$ cat src/rtl/hazard_pkg.sv
`default_nettype none
// ============================================================================
//  Module   : hazard_pkg
//  Desc     : Shared types and default latencies for the hazard controller.
//  Revision : 1.0  initial release
// ============================================================================
package hazard_pkg;

    typedef enum logic [1:0] {
        IDLE    = 2'd0,
        MD_RUN  = 2'd1,
        MD_DONE = 2'd2
    } md_state_t;

    localparam int MUL_LAT_DEF = 4;
    localparam int DIV_LAT_DEF = 32;

endpackage : hazard_pkg
`default_nettype wire

$ cat src/rtl/hazard_ctrl_unit_if.sv
`default_nettype none
// ============================================================================
//  Module   : hazard_ctrl_unit_if
//  Desc     : ID-stage hazard/stall bundle between pipeline and controller.
//  Revision : 1.0  initial release
// ============================================================================
interface hazard_ctrl_unit_if;

    logic [4:0] ID_Rs;
    logic [4:0] ID_Rt;
    logic       ID_useRs;
    logic       ID_useRt;
    logic       ID_isMulDiv;
    logic       ID_isDiv;
    logic       ID_isMfhilo;
    logic       branchTaken;
    logic [4:0] EX_Rd;
    logic       EX_memRead;

    logic       pcWrite;
    logic       IFID_write;
    logic       IFID_flush;
    logic       IDEX_bubble;
    logic       md_start;
    logic       md_isDiv;
    logic       hilo_write;
    logic       md_busy;

    // Pipeline side: drives the decode/execute status, consumes the controls.
    modport master (
        output ID_Rs, ID_Rt, ID_useRs, ID_useRt, ID_isMulDiv, ID_isDiv,
               ID_isMfhilo, branchTaken, EX_Rd, EX_memRead,
        input  pcWrite, IFID_write, IFID_flush, IDEX_bubble, md_start,
               md_isDiv, hilo_write, md_busy
    );

    modport slave (
        input  ID_Rs, ID_Rt, ID_useRs, ID_useRt, ID_isMulDiv, ID_isDiv,
               ID_isMfhilo, branchTaken, EX_Rd, EX_memRead,
        output pcWrite, IFID_write, IFID_flush, IDEX_bubble, md_start,
               md_isDiv, hilo_write, md_busy
    );

endinterface : hazard_ctrl_unit_if
`default_nettype wire

$ cat src/rtl/md_sequencer.sv
`default_nettype none
// ============================================================================
//  Module   : md_sequencer
//  Desc     : MUL/DIV busy sequencer: counts unit latency, then pulses HI/LO write.
//  Revision : 1.0  initial release
// ============================================================================
module md_sequencer
    import hazard_pkg::*;
#(
    parameter int MUL_LAT = MUL_LAT_DEF,
    parameter int DIV_LAT = DIV_LAT_DEF
) (
    input  wire logic clk,
    input  wire logic rst,
    input  wire logic start,
    input  wire logic is_div,
    output logic      busy,
    output logic      hilo_write
);

    localparam int                 c_cnt_w    = $clog2(DIV_LAT + 1);
    localparam logic [c_cnt_w-1:0] c_mul_load = c_cnt_w'(MUL_LAT - 1);
    localparam logic [c_cnt_w-1:0] c_div_load = c_cnt_w'(DIV_LAT - 1);
    localparam logic [c_cnt_w-1:0] c_one      = c_cnt_w'(1);

    md_state_t          r_state;
    md_state_t          w_state_nxt;
    logic [c_cnt_w-1:0] r_cnt;
    logic [c_cnt_w-1:0] w_cnt_nxt;

    always_ff @(posedge clk) begin
        if (rst) begin
            r_state <= IDLE;
            r_cnt   <= '0;
        end else begin
            r_state <= w_state_nxt;
            r_cnt   <= w_cnt_nxt;
        end
    end

    // Loading latency-1 gives exactly LAT cycles in MD_RUN before MD_DONE.
    always_comb begin
        w_state_nxt = r_state;
        w_cnt_nxt   = r_cnt;
        case (r_state)
            IDLE: begin
                if (start) begin
                    w_state_nxt = MD_RUN;
                    w_cnt_nxt   = is_div ? c_div_load : c_mul_load;
                end
            end
            MD_RUN: begin
                if (r_cnt == '0) begin
                    w_state_nxt = MD_DONE;
                end else begin
                    w_cnt_nxt = r_cnt - c_one;
                end
            end
            MD_DONE: begin
                w_state_nxt = IDLE;
            end
            default: begin
                w_state_nxt = IDLE;
                w_cnt_nxt   = '0;
            end
        endcase
    end

    assign busy       = (r_state != IDLE);
    assign hilo_write = (r_state == MD_DONE);

endmodule : md_sequencer
`default_nettype wire

$ cat src/rtl/hazard_ctrl_unit.sv
`default_nettype none
// ============================================================================
//  Module   : hazard_ctrl_unit
//  Desc     : Load-use / MUL-DIV stall and branch flush control for the ID stage.
//             Define STALL_CNT_EN to add a saturating stall-cycle counter output.
//  Revision : 1.0  initial release
// ============================================================================
module hazard_ctrl_unit
    import hazard_pkg::*;
#(
    parameter int MUL_LAT = MUL_LAT_DEF,
    parameter int DIV_LAT = DIV_LAT_DEF
) (
    input  wire logic          clk,
    input  wire logic          rst,
    hazard_ctrl_unit_if.slave  bus
`ifdef STALL_CNT_EN
    ,
    output logic [31:0]        stall_cnt
`endif
);

    logic w_load_use;
    logic w_md_hold;
    logic w_stall;
    logic w_busy;
    logic w_hilo_write;
    logic w_md_start;

    assign w_load_use = bus.EX_memRead && (bus.EX_Rd != 5'd0) &&
                        ((bus.ID_useRs && (bus.EX_Rd == bus.ID_Rs)) ||
                         (bus.ID_useRt && (bus.EX_Rd == bus.ID_Rt)));

    assign w_md_hold  = (bus.ID_isMulDiv || bus.ID_isMfhilo) && w_busy;
    assign w_stall    = w_load_use || w_md_hold;

    // The MUL/DIV instruction itself advances; only a pending load blocks its launch.
    assign w_md_start = bus.ID_isMulDiv && !w_busy && !w_load_use;

    md_sequencer #(
        .MUL_LAT (MUL_LAT),
        .DIV_LAT (DIV_LAT)
    ) u_md_sequencer (
        .clk        (clk),
        .rst        (rst),
        .start      (w_md_start),
        .is_div     (bus.ID_isDiv),
        .busy       (w_busy),
        .hilo_write (w_hilo_write)
    );

    assign bus.pcWrite     = !w_stall;
    assign bus.IFID_write  = !w_stall;
    assign bus.IDEX_bubble = w_stall;
    assign bus.IFID_flush  = bus.branchTaken && !w_stall;
    assign bus.md_start    = w_md_start;
    assign bus.md_isDiv    = bus.ID_isDiv;
    assign bus.hilo_write  = w_hilo_write;
    assign bus.md_busy     = w_busy;

`ifdef STALL_CNT_EN
    logic [31:0] r_stall_cnt;

    always_ff @(posedge clk) begin
        if (rst) begin
            r_stall_cnt <= '0;
        end else if (w_stall && (r_stall_cnt != 32'hFFFF_FFFF)) begin
            r_stall_cnt <= r_stall_cnt + 32'd1;
        end
    end

    assign stall_cnt = r_stall_cnt;
`endif

endmodule : hazard_ctrl_unit
`default_nettype wire
$ cat src/flat_wrapper.sv
// flat-port wrapper written by rule: the top's interface ports become plain ports
module hazard_ctrl_unit_flat import hazard_pkg::*;
#(
    parameter int MUL_LAT = MUL_LAT_DEF,
    parameter int DIV_LAT = DIV_LAT_DEF
)
  (clk, rst, bus_ID_Rs, bus_ID_Rt, bus_ID_useRs, bus_ID_useRt, bus_ID_isMulDiv, bus_ID_isDiv, bus_ID_isMfhilo, bus_branchTaken, bus_EX_Rd, bus_EX_memRead, bus_pcWrite, bus_IFID_write, bus_IFID_flush, bus_IDEX_bubble, bus_md_start, bus_md_isDiv, bus_hilo_write, bus_md_busy);
  hazard_ctrl_unit_if bus_i ();
  input  wire logic clk;
  input  wire logic rst;
  input wire logic [$bits(bus_i.ID_Rs)-1:0] bus_ID_Rs;
  input wire logic [$bits(bus_i.ID_Rt)-1:0] bus_ID_Rt;
  input wire logic [$bits(bus_i.ID_useRs)-1:0] bus_ID_useRs;
  input wire logic [$bits(bus_i.ID_useRt)-1:0] bus_ID_useRt;
  input wire logic [$bits(bus_i.ID_isMulDiv)-1:0] bus_ID_isMulDiv;
  input wire logic [$bits(bus_i.ID_isDiv)-1:0] bus_ID_isDiv;
  input wire logic [$bits(bus_i.ID_isMfhilo)-1:0] bus_ID_isMfhilo;
  input wire logic [$bits(bus_i.branchTaken)-1:0] bus_branchTaken;
  input wire logic [$bits(bus_i.EX_Rd)-1:0] bus_EX_Rd;
  input wire logic [$bits(bus_i.EX_memRead)-1:0] bus_EX_memRead;
  output wire logic [$bits(bus_i.pcWrite)-1:0] bus_pcWrite;
  output wire logic [$bits(bus_i.IFID_write)-1:0] bus_IFID_write;
  output wire logic [$bits(bus_i.IFID_flush)-1:0] bus_IFID_flush;
  output wire logic [$bits(bus_i.IDEX_bubble)-1:0] bus_IDEX_bubble;
  output wire logic [$bits(bus_i.md_start)-1:0] bus_md_start;
  output wire logic [$bits(bus_i.md_isDiv)-1:0] bus_md_isDiv;
  output wire logic [$bits(bus_i.hilo_write)-1:0] bus_hilo_write;
  output wire logic [$bits(bus_i.md_busy)-1:0] bus_md_busy;
  assign bus_i.ID_Rs = bus_ID_Rs;
  assign bus_i.ID_Rt = bus_ID_Rt;
  assign bus_i.ID_useRs = bus_ID_useRs;
  assign bus_i.ID_useRt = bus_ID_useRt;
  assign bus_i.ID_isMulDiv = bus_ID_isMulDiv;
  assign bus_i.ID_isDiv = bus_ID_isDiv;
  assign bus_i.ID_isMfhilo = bus_ID_isMfhilo;
  assign bus_i.branchTaken = bus_branchTaken;
  assign bus_i.EX_Rd = bus_EX_Rd;
  assign bus_i.EX_memRead = bus_EX_memRead;
  assign bus_pcWrite = bus_i.pcWrite;
  assign bus_IFID_write = bus_i.IFID_write;
  assign bus_IFID_flush = bus_i.IFID_flush;
  assign bus_IDEX_bubble = bus_i.IDEX_bubble;
  assign bus_md_start = bus_i.md_start;
  assign bus_md_isDiv = bus_i.md_isDiv;
  assign bus_hilo_write = bus_i.hilo_write;
  assign bus_md_busy = bus_i.md_busy;
  hazard_ctrl_unit #(.MUL_LAT(MUL_LAT), .DIV_LAT(DIV_LAT)) u_core (.clk(clk), .rst(rst), .bus(bus_i));
endmodule
$ cat config.mk
export PLATFORM = sky130hd
export DESIGN_NAME = hazard_ctrl_unit_flat
export DESIGN_NICKNAME = d
export VERILOG_FILES = /design/src/rtl/hazard_pkg.sv /design/src/rtl/hazard_ctrl_unit_if.sv /design/src/rtl/md_sequencer.sv /design/src/rtl/hazard_ctrl_unit.sv /design/src/flat_wrapper.sv
export SDC_FILE = /design/constraint.sdc
export NUM_CORES = 1
export LEC_CHECK = 0
export BUFFER_PORTS_ARGS = -buffer_cell sky130_fd_sc_hd__buf_2
export CAP_MARGIN = 20
export CORE_MARGIN = 8
export CORE_UTILIZATION = 48
export DETAILED_ROUTE_END_ITERATION = 8
export HOLD_SLACK_MARGIN = 0.06
export PLACE_DENSITY_LB_ADDON = 0.15
export SKIP_LAST_GASP = 1
export SLEW_MARGIN = 5
export SYNTH_ARGS = -nofsm -noshare
export SYNTH_HDL_FRONTEND = slang
export SYNTH_HIERARCHICAL = 1
export SYNTH_SLANG_ARGS = --single-unit
$ cat constraint.sdc
create_clock -name clk -period 6.3 [get_ports clk]
set_input_delay 1.26 -clock clk [delete_from_list [all_inputs] [get_ports clk]]
set_output_delay 1.26 -clock clk [all_outputs]
set_load 0.1 [all_outputs]
==> results of run 1 <==
## power by group
part,switching (mW),internal (mW),leakage [nW]
clock,0.0188,0.0219,0.0138
sequential,0.0297,0.0701,0.0660
combinational,0.197,0.0936,0.303
## stage by stage
step	hold slack, ps	setup slack (ps)	std cells	cell area, um^2	util (%)
after floorplan	438	1120	81	668	-
after global placement	455	2220	123	818	62.9
after detailed placement	463	2180	123	818	62.9
after CTS	477	2180	126	841	64.6
after global routing	501	2110	126	841	64.6
final	472	2180	126	841	64.6
## cell families after synthesis
logic type,Yosys count,synth area share (%)
compound gates,20,23.4
xor+xnor,10,13.1
fa+ha+maj,2,3.74
buf+inv,7,5.24
flops,8,24.0
mux,2,3.00
simple gates,32,27.5
## worst max-delay path, stage by stage
cell,delay [ps]
sky130_fd_sc_hd__buf_2,120
sky130_fd_sc_hd__or4_1,540
sky130_fd_sc_hd__o21a_1,220
sky130_fd_sc_hd__a21oi_1,230
sky130_fd_sc_hd__buf_2,480
## synthesized netlist by cell type, types with 2 or more instances
library cell	number
sky130_fd_sc_hd__nand2_1	8
sky130_fd_sc_hd__nor2b_1	3
sky130_fd_sc_hd__ha_1	2
sky130_fd_sc_hd__nor3_1	2
sky130_fd_sc_hd__o32a_1	2
sky130_fd_sc_hd__nand2b_1	2
sky130_fd_sc_hd__nor2_1	5
sky130_fd_sc_hd__nand4_1	2
sky130_fd_sc_hd__mux2i_1	2
sky130_fd_sc_hd__a211o_1	2
sky130_fd_sc_hd__a21oi_1	5
sky130_fd_sc_hd__xnor2_1	10
sky130_fd_sc_hd__inv_1	3
sky130_fd_sc_hd__dfxtp_1	8
sky130_fd_sc_hd__or3b_2	2
sky130_fd_sc_hd__buf_4	2
## registers in the layout, indices dropped and copies added, names as in the netlist
name	cells
u_core/u_md_sequencer/r_cnt	6
u_core/u_md_sequencer/r_state	2
## worst max-delay path by stage
stage | slack, ps | startpoint | end | cells past startpoint
final | 2180 | bus_EX_Rd[1] | bus_md_start | 5
after global placement | 2220 | bus_EX_Rd[1] | bus_md_start | 5
after floorplan | 1120 | bus_EX_Rd[1] | bus_pcWrite | 4
after CTS | 2180 | bus_EX_Rd[1] | bus_md_start | 5
after global routing | 2110 | bus_EX_Rd[1] | bus_md_start | 5
after detailed placement | 2180 | bus_EX_Rd[1] | bus_md_start | 5
## metal layers
metal  share of wire, %  up-vias
met4                  0        0
met5                  0        -
met3                7.8        0
met1                 41      319
met2                 52       27
li1                   -      354
## area by class of cell
class                           count  area share (%)
Timing Repair Buffer               31            18.5
Inverter                            3            1.34
Clock buffer                        3            2.68
Multi-Input combinational cell     66            56.3
Sequential cell                     8            19.0
Tap cell                           15            2.23
==> impl_metrics.py, run 1 <==
metrics = {
    "clocking": {
        "tritoncts": "built",
        "h_tree_depth": 1,
        "cts_bufs_inserted": 3,
        "clk_latency_worst_skew_pair_ps": 260,
        "cts_repair_resize_count": 0,
        "clkSinkCount": 8,
        "clk_path_buf_depth": 2,
        "clk_transition_reported_paths_ps": 50,
        "holdBufCountCts": 0,
        "post_cts.repair.setup_buffers": 0,
        "clockRootBuffer": "sky130_fd_sc_hd__clkbuf_4",
    },
    "critical_path": {
        "origin_of_the_critical_flop_to_flop_path": "u_core/u_md_sequencer/r_state[0]",
        "critical_path_peak_fanout": 4,
        "critical_path_class": "input port to output port",
        "cp.arrival_ps": 2860,
        "r2r.worst_path.cells": 7,
        "setup.worst_path.start_class": "input port",
        "worst_ep_required_time_ps": 5040,
        "destination_of_the_worst_register_to_register_timing_path": "u_core/u_md_sequencer/r_cnt[5]",
        "critPathCaptureType": "output port",
        "setup.reg_to_reg.worst_slack_ps": 4030,
    },
    "cells_and_area": {
        "insertedDiodeCount": 0,
        "layout.cells.most_common": "sky130_fd_sc_hd__buf_2",
        "regArea_um2": 160,
        "area_growth_syn_to_layout_pct": 25.8,
        "layout.cells.most_common_list": "31 x sky130_fd_sc_hd__buf_2, 10 x sky130_fd_sc_hd__xnor2_1, 8 x sky130_fd_sc_hd__nand2_1, 8 x sky130_fd_sc_hd__dfxtp_1",
        "fin_nets": 139,
        "area_taken_by_multi_input_logic_gates_um2": 473,
        "filler_cell_count": 129,
        "layout_cells_sized_above_1_pct": 35.1,
    },
    "synthesis": {
        "synthArstFlopShare_pct": 0,
        "synth_edf_count": 0,
        "synth-seq-cells": 8,
        "dominantRegCellSynth": "sky130_fd_sc_hd__dfxtp_1",
        "synthDominantCellAreaShare_pct": 24.0,
        "synth_cell_type_count": 37,
        "synth_sequential_area_ratio_pct": 24.0,
        "synth.yosys.warnings": 6,
        "syn_area_um2": 668,
        "synth.area.top_cells": "sky130_fd_sc_hd__dfxtp_1 24%, sky130_fd_sc_hd__xnor2_1 13%, sky130_fd_sc_hd__nand2_1 4.5%, sky130_fd_sc_hd__a21oi_1 3.7%, sky130_fd_sc_hd__ha_1 3.7%",
        "syn_nets": 107,
        "post_synth.cell_area_avg_um2": 8.25,
        "netlist.top_cell.by_area": "sky130_fd_sc_hd__dfxtp_1",
        "postSynthCellCount": 81,
    },
    "min_path": {
        "worst_hold_path_type": "register to register",
        "worst_hold_path_cells": 2,
        "worst_hold_startpoint": "u_core/u_md_sequencer/r_cnt[5]",
        "timing.hold.worst_endpoint": "u_core/u_md_sequencer/r_cnt[5]",
    },
    "placement": {
        "port_buffers": 31,
        "detailedPlacementHpwl_um": 1460,
        "gpl.final_weighted_congestion": 0.747,
    },
    "sta": {
        "clock_skew_ps": 4.57,
        "tightest_slew_ps": 480,
        "finalCritPeriodShare_pct": 65.4,
        "rsz0062_at_grt": "false",
        "finalHoldViolCount": 0,
        "timing.fmax_mhz": 243,
        "sum_neg_setup_slack_ps": 0,
        "worst_relative_slew_slack_pct": 68.0,
        "min_period_ps": 4120,
        "finalSetupViolations": 0,
        "final_max_slew_viol_count": 0,
    },
    "pwr": {
        "total_power_mw": 0.431,
        "leakage_nw": 0.383,
        "max-vdd-ir-drop_mv": 0.324,
        "cellPowerDensity_mw_per_mm2": 513,
    },
    "route": {
        "route.detailed.wl_per_inst_um": 14.1,
        "drt-pass1-iter-count": 4,
        "route.detailed.drc": 0,
        "routed_wire_length_um": 1780,
        "routed-via-count": 700,
        "drt-vias-per-instance": 5.56,
        "initialDrtViolationCount": 19,
        "ant_nets": 0,
    },
    "grt": {
        "grt_use_total_pct": 13.3,
        "globalRouteOverflowTotal": 0,
        "grt_use_met2_pct": 23.6,
        "grt-busiest-layer": "met2",
        "globalRouteMet1Util_pct": 13.8,
        "grt_pass1_wl_um": 2840,
        "first_global_vias": 690,
        "global_route.usage.met3_pct": 6.72,
        "initial_antenna_violation_count": 0,
        "grt_start_max_net_pins": 14,
    },
    "die": {
        "placementRows": 13,
        "design.core.area_mm2": 0.00130,
        "initial_utilization_pct": 51.3,
        "fp.dieArea_mm2": 0.00284,
        "die_height_um": 53.3,
        "floorplan.die.width_um": 53.3,
        "io_pins": 32,
    },
    "run": {
        "timing.max_cap.violations": 0,
    },
    "outcome": {
        "outcome": "completed",
    },
}
Power figures use the tool's default switching activity.
==> run 2: changes to the inputs <==
Settings changed: CORE_UTILIZATION 48 to 40.
Clock period 6.3 ns to 3.6 ns, I/O delays scaled along.
==> run 2 against run 1 <==
  * Sequential share of layout area fell by 0.28 points
  * Register-to-register slack got worse by 2600 ps
  * Core utilization fell by 9.3 points
  * Via count fell by 5.6%
  * Routed wire length fell by 5.5%
  * Global-route usage fell by 3.1 points
==> impl_metrics.py, run 2 (synthesis results as in run 1) <==
metrics = {
    "outcome": {
        "outcome": "completed",
    },
    "placement": {
        "port_buffers": 31,
        "dpl.cell_count": 124,
        "gpl.final_weighted_congestion": 0.777,
    },
    "clocking": {
        "clk_latency_worst_skew_pair_ps": 250,
        "clk_path_buf_depth": 2,
        "tritoncts": "built",
        "holdBufCountCts": 0,
        "clockRootBuffer": "sky130_fd_sc_hd__clkbuf_4",
        "cts_bufs_inserted": 3,
        "h_tree_depth": 1,
        "cts_repair_resize_count": 0,
        "clkSinkCount": 8,
        "post_cts.repair.setup_buffers": 0,
        "clk_transition_reported_paths_ps": 50,
    },
    "grt": {
        "globalRouteOverflowTotal": 0,
        "initial_antenna_violation_count": 0,
        "grt_use_total_pct": 10.2,
        "first_global_vias": 654,
        "grt_pass1_wl_um": 2790,
        "grt_start_max_net_pins": 14,
    },
    "die": {
        "floorplan.die.width_um": 56.9,
        "die_height_um": 56.9,
        "io_pins": 32,
        "placementRows": 14,
        "design.core.area_mm2": 0.00154,
        "initial_utilization_pct": 43.3,
        "fp.dieArea_mm2": 0.00323,
    },
    "run": {
        "timing.max_cap.violations": 0,
    },
    "sta": {
        "timing.fmax_mhz": 336,
        "tightest_slew_ps": 490,
        "min_period_ps": 2970,
        "final_max_slew_viol_count": 0,
        "worst_relative_slew_slack_pct": 67.5,
        "finalCritPeriodShare_pct": 82.6,
        "sum_neg_setup_slack_ps": 0,
        "finalHoldViolCount": 0,
        "finalSetupViolations": 0,
        "clock_skew_ps": 3.76,
        "rsz0062_at_grt": "false",
    },
    "critical_path": {
        "critical_path_peak_fanout": 4,
        "setup.reg_to_reg.worst_slack_ps": 1390,
        "setup.worst_path.start_class": "input port",
        "list_of_cells_traversed_by_the_critical_path": "buf_2, or4_1, o21a_1, a21oi_2, buf_2",
        "critPathCaptureType": "output port",
        "slowest_cp_cell": "sky130_fd_sc_hd__or4_1",
        "worst_path_largest_cell_delay_ps": 520,
        "critical_path_class": "input port to output port",
        "worst_ep_required_time_ps": 2880,
        "crit_path_frequent_cell": "sky130_fd_sc_hd__buf_2",
        "cp.arrival_ps": 2250,
    },
    "route": {
        "route.detailed.drc": 0,
        "initialDrtViolationCount": 8,
        "route.detailed.wl_per_inst_um": 13.2,
        "drt-pass1-iter-count": 4,
        "ant_nets": 0,
        "drt-vias-per-instance": 5.20,
        "routed-via-count": 661,
        "routed_wire_length_um": 1680,
    },
    "pwr": {
        "cellInternalPower_mw": 0.327,
        "max-vdd-ir-drop_mv": 0.379,
        "combPwrFrac_pct": 68.3,
        "net_switching_power_of_the_design_mw": 0.424,
        "switching_share_pct": 56.4,
        "leakage_nw": 0.384,
        "share_clk_of_total_power_pct": 8.9,
        "cellPowerDensity_mw_per_mm2": 881,
        "seq_power_share_pct": 22.8,
    },
    "cells_and_area": {
        "largest_reg_flops": 6,
        "layout_cells_sized_above_1_pct": 37.8,
        "fin_nets": 139,
        "filler_cell_count": 158,
        "layout.cells.most_common_list": "31 x sky130_fd_sc_hd__buf_2, 10 x sky130_fd_sc_hd__xnor2_1, 8 x sky130_fd_sc_hd__nand2_1, 8 x sky130_fd_sc_hd__dfxtp_1, 5 x sky130_fd_sc_hd__nor2_1",
        "insertedDiodeCount": 0,
        "area_growth_syn_to_layout_pct": 27.7,
        "post_layout_nonfiller_instances": 127,
        "layout.cells.most_common": "sky130_fd_sc_hd__buf_2",
        "largest_register": "u_core/u_md_sequencer/r_cnt",
        "regs_by_ff_count": "u_core/u_md_sequencer/r_cnt: 6 flops, u_core/u_md_sequencer/r_state: 2 flops",
    },
    "min_path": {
        "worst_hold_path_type": "register to register",
    },
}
-- run 2: cell types whose count changed in the layout (fill, tap and decap cells not counted) --
cell,delta
sky130_fd_sc_hd__a21oi_1,-2
sky130_fd_sc_hd__a21boi_1,-1
sky130_fd_sc_hd__a21boi_2,+1
sky130_fd_sc_hd__a21oi_2,+2
-- run 2: final cells by class --
| class | count | area (um^2) | area share, % |
|---|---|---|---|
| Clock buffer | 3 | 22.5 | 2.64 |
| Inverter | 3 | 11.3 | 1.32 |
| Multi-Input combinational cell | 66 | 484 | 56.7 |
| Sequential cell | 8 | 160 | 18.8 |
| Tap cell | 16 | 20.0 | 2.35 |
| Timing Repair Buffer | 31 | 155 | 18.2 |
-- run 2: worst paths after layout --
check	start	endpoint	depth (start not counted)
setup / recovery	bus_EX_Rd[1]	bus_md_start	5
hold / removal	u_core/u_md_sequencer/r_cnt[5]	u_core/u_md_sequencer/r_cnt[5]	2
setup reg to reg	u_core/u_md_sequencer/r_state[0]	u_core/u_md_sequencer/r_cnt[5]	7
hold reg to reg	u_core/u_md_sequencer/r_cnt[5]	u_core/u_md_sequencer/r_cnt[5]	2
-- run 2: critical path, delay by kind of cell --
kind,cells,cell delay [ps]
AOI/OAI and AO/OA,2,430
buffers and inverters,2,570
and+or+nand+nor,1,520
-- run 2: power groups by stage --
| stage | sequential, mW | clock, mW | combinational [mW] |
|---|---|---|---|
| 3_3_place_gp | 0.173 | 0 | 0.509 |
| 3_5_place_dp | 0.173 | 0 | 0.515 |
| 2_1_floorplan | 0.150 | 0 | 0.457 |
| 6_report | 0.172 | 0.0671 | 0.513 |
| 5_1_grt | 0.180 | 0.0756 | 0.552 |
| 4_1_cts | 0.171 | 0.0708 | 0.517 |
-- run 2: layer usage --
metal	up-vias	global-route usage [%]	share of wire (%)
met5	-	0	0
met1	284	11.2	45
li1	354	-	-
met4	0	6.04	0.60
met2	21	15.7	44
met3	2	4.49	10
-- run 2: through the flow --
stage               util [%]  setup WS (ps)  power [mW]  hold WS (ps)  area, um^2
floorplan                  -           40.0       0.607           438         679
global placement        53.9            627       0.682           449         831
detailed placement      53.9            618       0.688           460         831
CTS                     55.4            618       0.758           467         853
global route            55.4            530       0.808           495         853
finish                  55.4            627       0.752           464         853
==> run 3: changes to the inputs <==
Settings changed: ABC_AREA from default to 1, CORE_UTILIZATION 40 to 47.
Clock period 3.6 ns to 2.9 ns, I/O delays scaled along.
==> run 3 against run 2 <==
  * Routed wire length is 18% higher
  * Via count is 43% higher
  * Clock power is 26% higher
  * Synthesized cell count is 85% higher
  * Critical path depth is 1 higher
  * Critical endpoint is now bus_IFID_flush
  * Power is 13% lower
==> impl_metrics.py, run 3 <==
metrics = {
    "critical_path": {
        "critical_path_peak_fanout": 8,
        "critPathCaptureType": "output port",
        "worst_ep_required_time_ps": 2320,
        "slowest_cp_cell": "sky130_fd_sc_hd__dfxtp_1",
        "worst_path_largest_cell_delay_ps": 430,
        "critical_path_class": "register to output port",
        "worstPathBufferInverterCount": 2,
        "setup.worst_path.start_class": "register",
        "list_of_cells_traversed_by_the_critical_path": "nor2_1, clkinvlp_4, o21ai_2, nand2_4, nor2_2, buf_2",
        "cpLargestDelayFamily": "buffers and inverters",
        "cp.arrival_ps": 1810,
    },
    "synthesis": {
        "synth_cell_type_count": 21,
        "postSynthCellCount": 150,
        "post_synth.cell_area_avg_um2": 5.47,
        "synth_sequential_area_ratio_pct": 19.5,
        "most_repeated_cell_in_the_gate_level_netlist_after_synthesis": "sky130_fd_sc_hd__nand2_1",
        "netlist.top_cell.by_area": "sky130_fd_sc_hd__nand2_1",
        "synth_edf_count": 0,
        "synth_cell_count_leaders": "50 x sky130_fd_sc_hd__nand2_1, 28 x sky130_fd_sc_hd__inv_1, 28 x sky130_fd_sc_hd__nor2_1",
        "syn_area_um2": 821,
        "synth.area.top_cells": "sky130_fd_sc_hd__nand2_1 23%, sky130_fd_sc_hd__dfxtp_1 20%, sky130_fd_sc_hd__inv_1 13%, sky130_fd_sc_hd__nor2_1 13%, sky130_fd_sc_hd__nand3_1 6.1%",
        "synthArstFlopShare_pct": 0,
        "syn_nets": 176,
        "synth.yosys.warnings": 6,
        "synthDominantCellAreaShare_pct": 22.9,
        "dominantRegCellSynth": "sky130_fd_sc_hd__dfxtp_1",
        "synth-seq-cells": 8,
    },
    "pwr": {
        "max-vdd-ir-drop_mv": 0.444,
        "cellPowerDensity_mw_per_mm2": 648,
        "leakage_nw": 0.607,
        "total_power_mw": 0.657,
    },
    "placement": {
        "detailedPlacementHpwl_um": 1710,
        "placed_area_um2": 992,
        "gpl.final_weighted_congestion": 0.818,
        "port_buffers": 31,
    },
    "clocking": {
        "h_tree_depth": 1,
        "holdBufCountCts": 0,
        "cts_bufs_inserted": 3,
        "clkSinkCount": 8,
        "clk_transition_reported_paths_ps": 60,
        "clk_latency_worst_skew_pair_ps": 250,
        "cts_repair_resize_count": 0,
        "post_cts.repair.setup_buffers": 0,
        "clockRootBuffer": "sky130_fd_sc_hd__clkbuf_4",
        "clk_path_buf_depth": 2,
        "tritoncts": "built",
    },
    "grt": {
        "grt_use_total_pct": 12.7,
        "grt_pass1_wl_um": 3520,
        "globalRouteOverflowTotal": 0,
        "initial_antenna_violation_count": 0,
        "grt_start_max_net_pins": 10,
        "first_global_vias": 967,
    },
    "sta": {
        "min_period_ps": 2390,
        "final_max_slew_viol_count": 0,
        "tightest_slew_ps": 489,
        "worst_relative_slew_slack_pct": 67.6,
        "clock_skew_ps": 4.71,
        "finalSetupViolations": 0,
        "finalHoldViolCount": 0,
        "finalCritPeriodShare_pct": 82.5,
        "rsz0062_at_grt": "false",
        "timing.fmax_mhz": 418,
    },
    "cells_and_area": {
        "fin_nets": 209,
        "layout.cells.most_common_list": "50 x sky130_fd_sc_hd__nand2_1, 31 x sky130_fd_sc_hd__buf_2, 26 x sky130_fd_sc_hd__inv_1, 26 x sky130_fd_sc_hd__nor2_1, 10 x sky130_fd_sc_hd__nand3_1",
        "area_taken_by_multi_input_logic_gates_um2": 536,
        "insertedDiodeCount": 0,
        "area_growth_syn_to_layout_pct": 23.6,
        "largest_register": "u_core/u_md_sequencer/r_cnt",
        "layout.cells.most_common": "sky130_fd_sc_hd__nand2_1",
        "layout_cells_sized_above_1_pct": 27.6,
        "regs_by_ff_count": "u_core/u_md_sequencer/r_cnt: 6 flops, u_core/u_md_sequencer/r_state: 2 flops",
        "filler_cell_count": 175,
        "largest_reg_flops": 6,
        "post-route-cell-area_mm2": 0.00101,
        "regArea_um2": 160,
    },
    "route": {
        "drt-vias-per-instance": 4.77,
        "routed-via-count": 945,
        "routed_wire_length_um": 1980,
        "ant_nets": 0,
        "route.detailed.drc": 0,
        "drt-pass1-iter-count": 4,
        "initialDrtViolationCount": 18,
        "route.detailed.wl_per_inst_um": 9.98,
    },
    "die": {
        "placementRows": 15,
        "io_pins": 32,
        "die_height_um": 57.8,
        "floorplan.die.width_um": 57.8,
        "fp.dieArea_mm2": 0.00334,
        "initial_utilization_pct": 48.6,
        "design.core.area_mm2": 0.00169,
    },
    "run": {
        "timing.max_cap.violations": 0,
    },
    "outcome": {
        "outcome": "completed",
    },
    "min_path": {
        "worst_hold_path_type": "register to register",
    },
}
[run 3: logic make-up after synthesis]
logic type / after synthesis / share of synthesized area [%]
compound gates: 6 / 3.66
simple gates: 101 / 56.9
buf+inv: 33 / 16.9
flops: 8 / 19.5
fa+ha+maj: 2 / 3.05
[run 3: worst reg2reg max path: stages, from the launching register on]
cell	delay, ps
sky130_fd_sc_hd__dfxtp_1	430
sky130_fd_sc_hd__nor2_1	280
sky130_fd_sc_hd__clkinvlp_4	180
sky130_fd_sc_hd__nor2_2	150
sky130_fd_sc_hd__nor2_1	90
sky130_fd_sc_hd__nor2_4	180
sky130_fd_sc_hd__nand2_4	100
sky130_fd_sc_hd__o21ai_0	170
sky130_fd_sc_hd__nor2_1	60
[run 3: layout make-up]
class | instances | area share, %
multi-input cells | 109 | 52.8
flip-flops and latches | 8 | 15.8
repair buffers | 31 | 15.3
inverters | 30 | 11.8
clock buffers | 3 | 2.22
well taps | 17 | 2.10
[run 3: path summary, 6_finish.rpt]
kind	start	end	slack (ps)	cells after the start
worst min-delay path	u_core/u_md_sequencer/r_cnt[1]	u_core/u_md_sequencer/r_cnt[1]	520	2
worst max-delay path	u_core/u_md_sequencer/r_state[1]	bus_IFID_flush	510	6
worst max register to register	u_core/u_md_sequencer/r_state[1]	u_core/u_md_sequencer/r_cnt[1]	1150	8
worst min register to register	u_core/u_md_sequencer/r_cnt[1]	u_core/u_md_sequencer/r_cnt[1]	520	2
[run 3: where the power goes]
group | internal, mW | switching [mW] | leakage (nW)
sequential | 0.134 | 0.0310 | 0.0662
clock | 0.0473 | 0.0370 | 0.0138
combinational | 0.112 | 0.297 | 0.527
total | 0.293 | 0.365 | 0.607
[run 3: stage by stage]
step	hold WS, ps	setup TNS (ps)	util [%]	std cells	setup slack, ps
2_1_floorplan	475	-109	-	150	-109
3_3_place_gp	498	0	58.7	195	584
3_5_place_dp	505	0	58.7	195	538
4_1_cts	519	0	60.1	198	473
5_1_grt	537	0	60.1	198	371
6_report	515	0	60.1	198	508
[run 3: routing by layer]
metal	GRT usage, %	part of all wire [%]	vias up
met5	0	0	-
li1	-	-	510
met2	24.1	49	28
met4	6.29	1.8	0
met1	12.8	45	403
met3	2.65	4.7	4
